### config.mk
export PLATFORM = sky130hd
export DESIGN_NAME = button_conditioner_flat
export DESIGN_NICKNAME = d
export VERILOG_FILES = /design/src/rtl/button_conditioner_if.sv /design/src/rtl/button_conditioner.sv /design/src/flat_wrapper.sv
export SDC_FILE = /design/constraint.sdc
export NUM_CORES = 1
export LEC_CHECK = 0
export CAP_MARGIN = 20
export CORE_MARGIN = 8
export CORE_UTILIZATION = 63
export DETAILED_ROUTE_END_ITERATION = 7
export PLACE_DENSITY = 0.81
export SYNTH_ARGS = -nofsm -noshare
export SYNTH_HDL_FRONTEND = slang
export SYNTH_SLANG_ARGS = --single-unit
### constraint.sdc
create_clock -name clk -period 2.93 [get_ports clk]
set_input_delay 0.293 -clock clk [delete_from_list [all_inputs] [get_ports clk]]
set_output_delay 0.293 -clock clk [all_outputs]
set_load 0.05 [all_outputs]
### src/rtl/button_conditioner_if.sv
// Button pins in, conditioned per-channel level/edge/auto-repeat pulses out.
// The auto-repeat pulse is carried as rpt because repeat is a reserved word.
interface button_conditioner_if #(
  parameter int CHANNELS = 4
);
  logic [CHANNELS-1:0] btn;
  logic [CHANNELS-1:0] level;
  logic [CHANNELS-1:0] rise;
  logic [CHANNELS-1:0] fall;
  logic [CHANNELS-1:0] rpt;

  modport master (output btn, input level, rise, fall, rpt);
  modport slave  (input btn, output level, rise, fall, rpt);
endinterface

### src/rtl/button_conditioner.sv
// Per-channel button conditioner: 2-flop sync, stable-for-N debounce, edge
// pulses and an auto-repeat FSM. Channels are fully independent.
//
// state     | meaning
// ----------+-----------------------------------------------------------
// ST_IDLE   | released, or repeat inactive; waiting for a debounced rise
// ST_HOLD   | held; counting HOLD_CYCLES from the rise to the first repeat
// ST_REPEAT | held; pulsing rpt every REPEAT_CYCLES
module button_conditioner #(
  parameter int CHANNELS        = 4,
  parameter int DEBOUNCE_CYCLES = 1000000,
  parameter int HOLD_CYCLES     = 50000000,
  parameter int REPEAT_CYCLES   = 10000000,
  parameter int REPEAT_EN       = 1,
  parameter int ACTIVE_LOW      = 0
) (
  input  logic                 clk,
  input  logic                 rst_n,
  button_conditioner_if.slave  bus
);

  localparam int DCW     = (DEBOUNCE_CYCLES > 1) ? $clog2(DEBOUNCE_CYCLES) : 1;
  localparam int HMAX    = (HOLD_CYCLES > REPEAT_CYCLES) ? HOLD_CYCLES : REPEAT_CYCLES;
  localparam int HCW     = (HMAX > 1) ? $clog2(HMAX) : 1;
  localparam logic INV   = (ACTIVE_LOW != 0);

  localparam logic [DCW-1:0] D_LAST = DCW'(DEBOUNCE_CYCLES - 1);
  localparam logic [HCW-1:0] H_LAST = HCW'(HOLD_CYCLES - 1);
  localparam logic [HCW-1:0] R_LAST = HCW'(REPEAT_CYCLES - 1);

  localparam logic [1:0] ST_IDLE   = 2'd0;
  localparam logic [1:0] ST_HOLD   = 2'd1;
  localparam logic [1:0] ST_REPEAT = 2'd2;

  for (genvar i = 0; i < CHANNELS; i++) begin : g_ch
    logic           pin;
    logic           sync_1;
    logic           sync_2;
    logic [DCW-1:0] dcnt;
    logic           lvl;
    logic           rise_q;
    logic           fall_q;
    logic           rise_evt;
    logic           fall_evt;

    // Inversion happens before the synchroniser so reset means "not pressed".
    assign pin      = bus.btn[i] ^ INV;
    assign rise_evt = (sync_2 != lvl) && (dcnt == D_LAST) && sync_2;
    assign fall_evt = (sync_2 != lvl) && (dcnt == D_LAST) && !sync_2;

    always_ff @(posedge clk) begin
      if (!rst_n) begin
        sync_1 <= 1'b0;
        sync_2 <= 1'b0;
        dcnt   <= '0;
        lvl    <= 1'b0;
        rise_q <= 1'b0;
        fall_q <= 1'b0;
      end else begin
        sync_1 <= pin;
        sync_2 <= sync_1;
        rise_q <= rise_evt;
        fall_q <= fall_evt;
        if (sync_2 == lvl) begin
          dcnt <= '0;
        end else if (dcnt == D_LAST) begin
          lvl  <= sync_2;
          dcnt <= '0;
        end else begin
          dcnt <= dcnt + DCW'(1);
        end
      end
    end

    assign bus.level[i] = lvl;
    assign bus.rise[i]  = rise_q;
    assign bus.fall[i]  = fall_q;

    if (REPEAT_EN != 0) begin : g_rep
      logic [1:0]     state;
      logic [HCW-1:0] hcnt;
      logic           rpt_q;

      // The FSM moves on the same edge that registers rise/fall, so the
      // cycle carrying rise already sits in ST_HOLD with hcnt = 0.
      always_ff @(posedge clk) begin
        if (!rst_n) begin
          state <= ST_IDLE;
          hcnt  <= '0;
          rpt_q <= 1'b0;
        end else begin
          rpt_q <= 1'b0;
          if (fall_evt) begin
            state <= ST_IDLE;
            hcnt  <= '0;
          end else begin
            case (state)
              ST_IDLE: begin
                if (rise_evt) begin
                  state <= ST_HOLD;
                  hcnt  <= '0;
                end
              end
              ST_HOLD: begin
                if (hcnt == H_LAST) begin
                  rpt_q <= 1'b1;
                  state <= ST_REPEAT;
                  hcnt  <= '0;
                end else begin
                  hcnt <= hcnt + HCW'(1);
                end
              end
              ST_REPEAT: begin
                if (hcnt == R_LAST) begin
                  rpt_q <= 1'b1;
                  hcnt  <= '0;
                end else begin
                  hcnt <= hcnt + HCW'(1);
                end
              end
              default: begin
                state <= ST_IDLE;
                hcnt  <= '0;
              end
            endcase
          end
        end
      end

      assign bus.rpt[i] = rpt_q;
    end else begin : g_norep
      assign bus.rpt[i] = 1'b0;
    end
  end

endmodule
### src/flat_wrapper.sv
// flat-port wrapper written by rule: the top's interface ports become plain ports
module button_conditioner_flat 
#(
  parameter int CHANNELS        = 4,
  parameter int DEBOUNCE_CYCLES = 1000000,
  parameter int HOLD_CYCLES     = 50000000,
  parameter int REPEAT_CYCLES   = 10000000,
  parameter int REPEAT_EN       = 1,
  parameter int ACTIVE_LOW      = 0
)
  (clk, rst_n, bus_btn, bus_level, bus_rise, bus_fall, bus_rpt);
  button_conditioner_if #(.CHANNELS(CHANNELS)) bus_i ();
  input  logic clk;
  input  logic rst_n;
  input wire logic [$bits(bus_i.btn)-1:0] bus_btn;
  output wire logic [$bits(bus_i.level)-1:0] bus_level;
  output wire logic [$bits(bus_i.rise)-1:0] bus_rise;
  output wire logic [$bits(bus_i.fall)-1:0] bus_fall;
  output wire logic [$bits(bus_i.rpt)-1:0] bus_rpt;
  assign bus_i.btn = bus_btn;
  assign bus_level = bus_i.level;
  assign bus_rise = bus_i.rise;
  assign bus_fall = bus_i.fall;
  assign bus_rpt = bus_i.rpt;
  button_conditioner #(.CHANNELS(CHANNELS), .DEBOUNCE_CYCLES(DEBOUNCE_CYCLES), .HOLD_CYCLES(HOLD_CYCLES), .REPEAT_CYCLES(REPEAT_CYCLES), .REPEAT_EN(REPEAT_EN), .ACTIVE_LOW(ACTIVE_LOW)) u_core (.clk(clk), .rst_n(rst_n), .bus(bus_i));
endmodule
==> impl_metrics.tcl <==
set metrics [dict create \
    status "finished, final reports clean" \
    clk_path_buf_depth 3 \
    synth_edf_count 0 \
    setup_viol 0 \
    endpoint_kind "flop" \
    chipHeight_um 148 \
    synth_flop_cell "dfxtp_1" \
    mostFrequentLayoutCells "216 x dfxtp_1, 149 x nor2_1, 127 x nand2_1" \
    worstSetupPathType "flop to flop" \
    drc 0 \
    clock_sinks 216 \
    drive_above_1_share_pct 7.69 \
    dp_hpwl_um 16300 \
    final_cells 1590 \
    min_to "u_core.g_ch[3].sync_1$_SDFF_PN0_" \
    clkLatencyLatePin_ns 0.51 \
    initialDrtViolationCount 584 \
    critPathLaunchType "flop" \
    overflow 0 \
    rsz0062_at_grt "false" \
    seqCellArea_mm2 0.00432 \
    report.final.slew_viol_count 0 \
    min_path_cells 2 \
    htree_levels 1 \
    hold_path_class "input pin to flop" \
    fill_cells 1362 \
    clock_skew_ns 0.00903 \
    avgViaCountPerCell 6.15 \
    final_common_cell "dfxtp_1" \
    fin_nets 1381 \
    p_per_area_mw_per_mm2 527 \
    firstDrtPassIters 5 \
    syn_avg_cell_area_um2 8.24 \
    yosysSeqAreaShare_pct 39.2 \
    grt_use_total_pct 21.6 \
    clk_pin_slew_ns 0.06 \
    routed_wl_um 23900 \
    diodes 0 \
    dp_cells 1545 \
    cp.arrival_ns 3.09 \
    gp_congestion 0.909 \
    root_buffer "clkbuf_16" \
    grt_max_degree 27 \
    final_cell_area_mm2 0.0124 \
    p_leak_nw 4.03 \
    reg2reg_to "u_core.g_ch[1].g_rep.hcnt[10]$_SDFFE_PP0P_" \
    die_w_um 148 \
    io_pins 22 \
    crit_required_ns 3.31 \
    ys_async_sr_fraction_pct 0 \
    period_share_pct 92.3 \
    multiInputGateArea_mm2 0.00624 \
    netlist_instances 1340 \
    postRouteAntennaNets 0 \
    core-area_mm2 0.0172 \
    r2r-start "u_core.g_ch[1].dcnt[13]$_SDFF_PP0_" \
    hold_ws_ns 0.360 \
    crit_fanout 13 \
    yosys_register_bits 216 \
    max_slew_margin_pct 48.6 \
    yosysWarningCount 0 \
    antenna_found_initial 0 \
    r2r_cells 7 \
    cts_tree "done" \
    regToRegSetupSlack_ns 0.23 \
    initial_core_util_pct 64.0 \
    grt_pass1_vias 9103 \
    syn_nets 1374 \
    max_freq_ghz 0.370 \
    tns_ns 0 \
    num_vias 9772 \
    port_buffers 21 \
    syn_area_mm2 0.0110 \
    hp-start "bus_btn[3]" \
    finalHoldViolations 0 \
    vdd_ir_drop_max_v 0.000515 \
    num_rows 48 \
    ys_types 67 \
    wl_per_cell_um 15.1 \
    max_cap_violations 0 \
    period_minus_slack_ns 2.70 \
    syn_to_final_growth_pct 12.0 \
    dieArea_mm2 0.0220 \
    placed_cell_area_mm2 0.0114 \
    numCtsBuffers 24 \
    grt_first_pass_wirelength_um 41300 \
    worst_pin_slew_ns 0.764 \
]
## worst max-delay path: stages (launching register included)
cell and delay, ns:
dfxtp_1 0.35, or4_1 0.50, or4_1 0.60, o31a_1 0.47
buf_4 0.23, and3_1 0.16, a22oi_1 0.15, o31ai_1 0.10
## layer usage
metal | GRT usage, % | part of all wire, % | vias to the layer above
met1 | 27.6 | 46 | 4600
li1 | - | - | 4889
met5 | 0 | 0 | -
met4 | 7.39 | 2.6 | 0
met3 | 2.92 | 4.5 | 45
met2 | 36.6 | 47 | 238
## kinds of logic after synthesis
group	count (synthesis)	synth area share (%)
mux	5	0.453
xor+xnor	83	6.59
fa+ha+maj	28	3.17
simple gates	708	33.9
compound gates	191	12.1
flops	216	39.2
buf+inv	109	4.61
## stage by stage
step	power [W]	utilization, %	setup WS, ns
floorplan	0.00311	-	0.364
global placement	0.00315	66.2	0.312
detailed placement	0.00315	66.2	0.206
CTS	0.00658	71.6	0.211
global route	0.00669	71.7	0.0233
finish	0.00652	71.7	0.226
## power by group
group	internal, W	switching, W
registers	0.00295	0.00000818
logic	0.0000455	0.0000858
clock network	0.00224	0.00119
total	0.00523	0.00128
## area by class of cell
class                   instances  area share, %
clock buffers                  30           5.45
clock inverters                14           1.98
inverters                      34           1.03
multi-input cells            1015           50.5
flip-flops and latches        216           35.0
well taps                     225           2.28
repair buffers                 56           3.82
## worst max path at each step
| stage | startpoint | end | slack, ns | cells past startpoint |
|---|---|---|---|---|
| floorplan | u_core.g_ch[1].dcnt[13]$_SDFF_PP0_ | u_core.g_ch[1].g_rep.hcnt[10]$_SDFFE_PP0P_ | 0.36 | 9 |
| global placement | u_core.g_ch[2].g_rep.hcnt[18]$_SDFFE_PP0P_ | u_core.g_ch[2].g_rep.hcnt[20]$_SDFFE_PP0P_ | 0.31 | 7 |
| detailed placement | u_core.g_ch[0].g_rep.hcnt[0]$_SDFFE_PP0P_ | u_core.g_ch[0].g_rep.hcnt[4]$_SDFFE_PP0P_ | 0.21 | 8 |
| CTS | u_core.g_ch[0].g_rep.hcnt[0]$_SDFFE_PP0P_ | u_core.g_ch[0].g_rep.hcnt[4]$_SDFFE_PP0P_ | 0.21 | 8 |
| global route | u_core.g_ch[0].g_rep.hcnt[0]$_SDFFE_PP0P_ | u_core.g_ch[0].g_rep.hcnt[5]$_SDFFE_PP0P_ | 0.02 | 8 |
| finish | u_core.g_ch[1].dcnt[13]$_SDFF_PP0_ | u_core.g_ch[1].g_rep.hcnt[10]$_SDFFE_PP0P_ | 0.23 | 7 |
## sequential cells by signal, indices dropped and copies added, names as in the netlist
signal	count
u_core.g_ch.lvl	4
u_core.g_ch.g_rep.state	8
u_core.g_ch.g_rep.hcnt	104
u_core.g_ch.sync_1	4
u_core.g_ch.g_rep.rpt_q	4
u_core.g_ch.dcnt	80
u_core.g_ch.sync_2	4
u_core.g_ch.fall_q	4
u_core.g_ch.rise_q	4
## synth_stat cells (all sizes together) (20+ instances only)
master    n  area (µm²)
inv      34         128
xor2     37         324
o31ai    33         248
nor4     20         125
nor2    150         566
a22oi    33         248
nand2   128         483
nor3     42         210
a21oi    27         135
o21ai    31         155
ha       28         350
dfxtp   216        4320
buf      28         205
nand4    51         319
or3      35         219
xnor2    46         403
and2     20         128
nand3   112         561
and3     52         325
clkbuf   47         176
## timing repair
| item | 4_1_cts | 5_1_grt |
|---|---|---|
| gates resized for setup | 0 | 3 |
| endpoints found under the hold margin | 0 | 0 |
| setup endpoints to repair | 0 | 3 |
| setup buffers | 0 | 0 |
| hold buffers | 0 | 0 |
No activity file was read; power rests on OpenSTA's default activity.
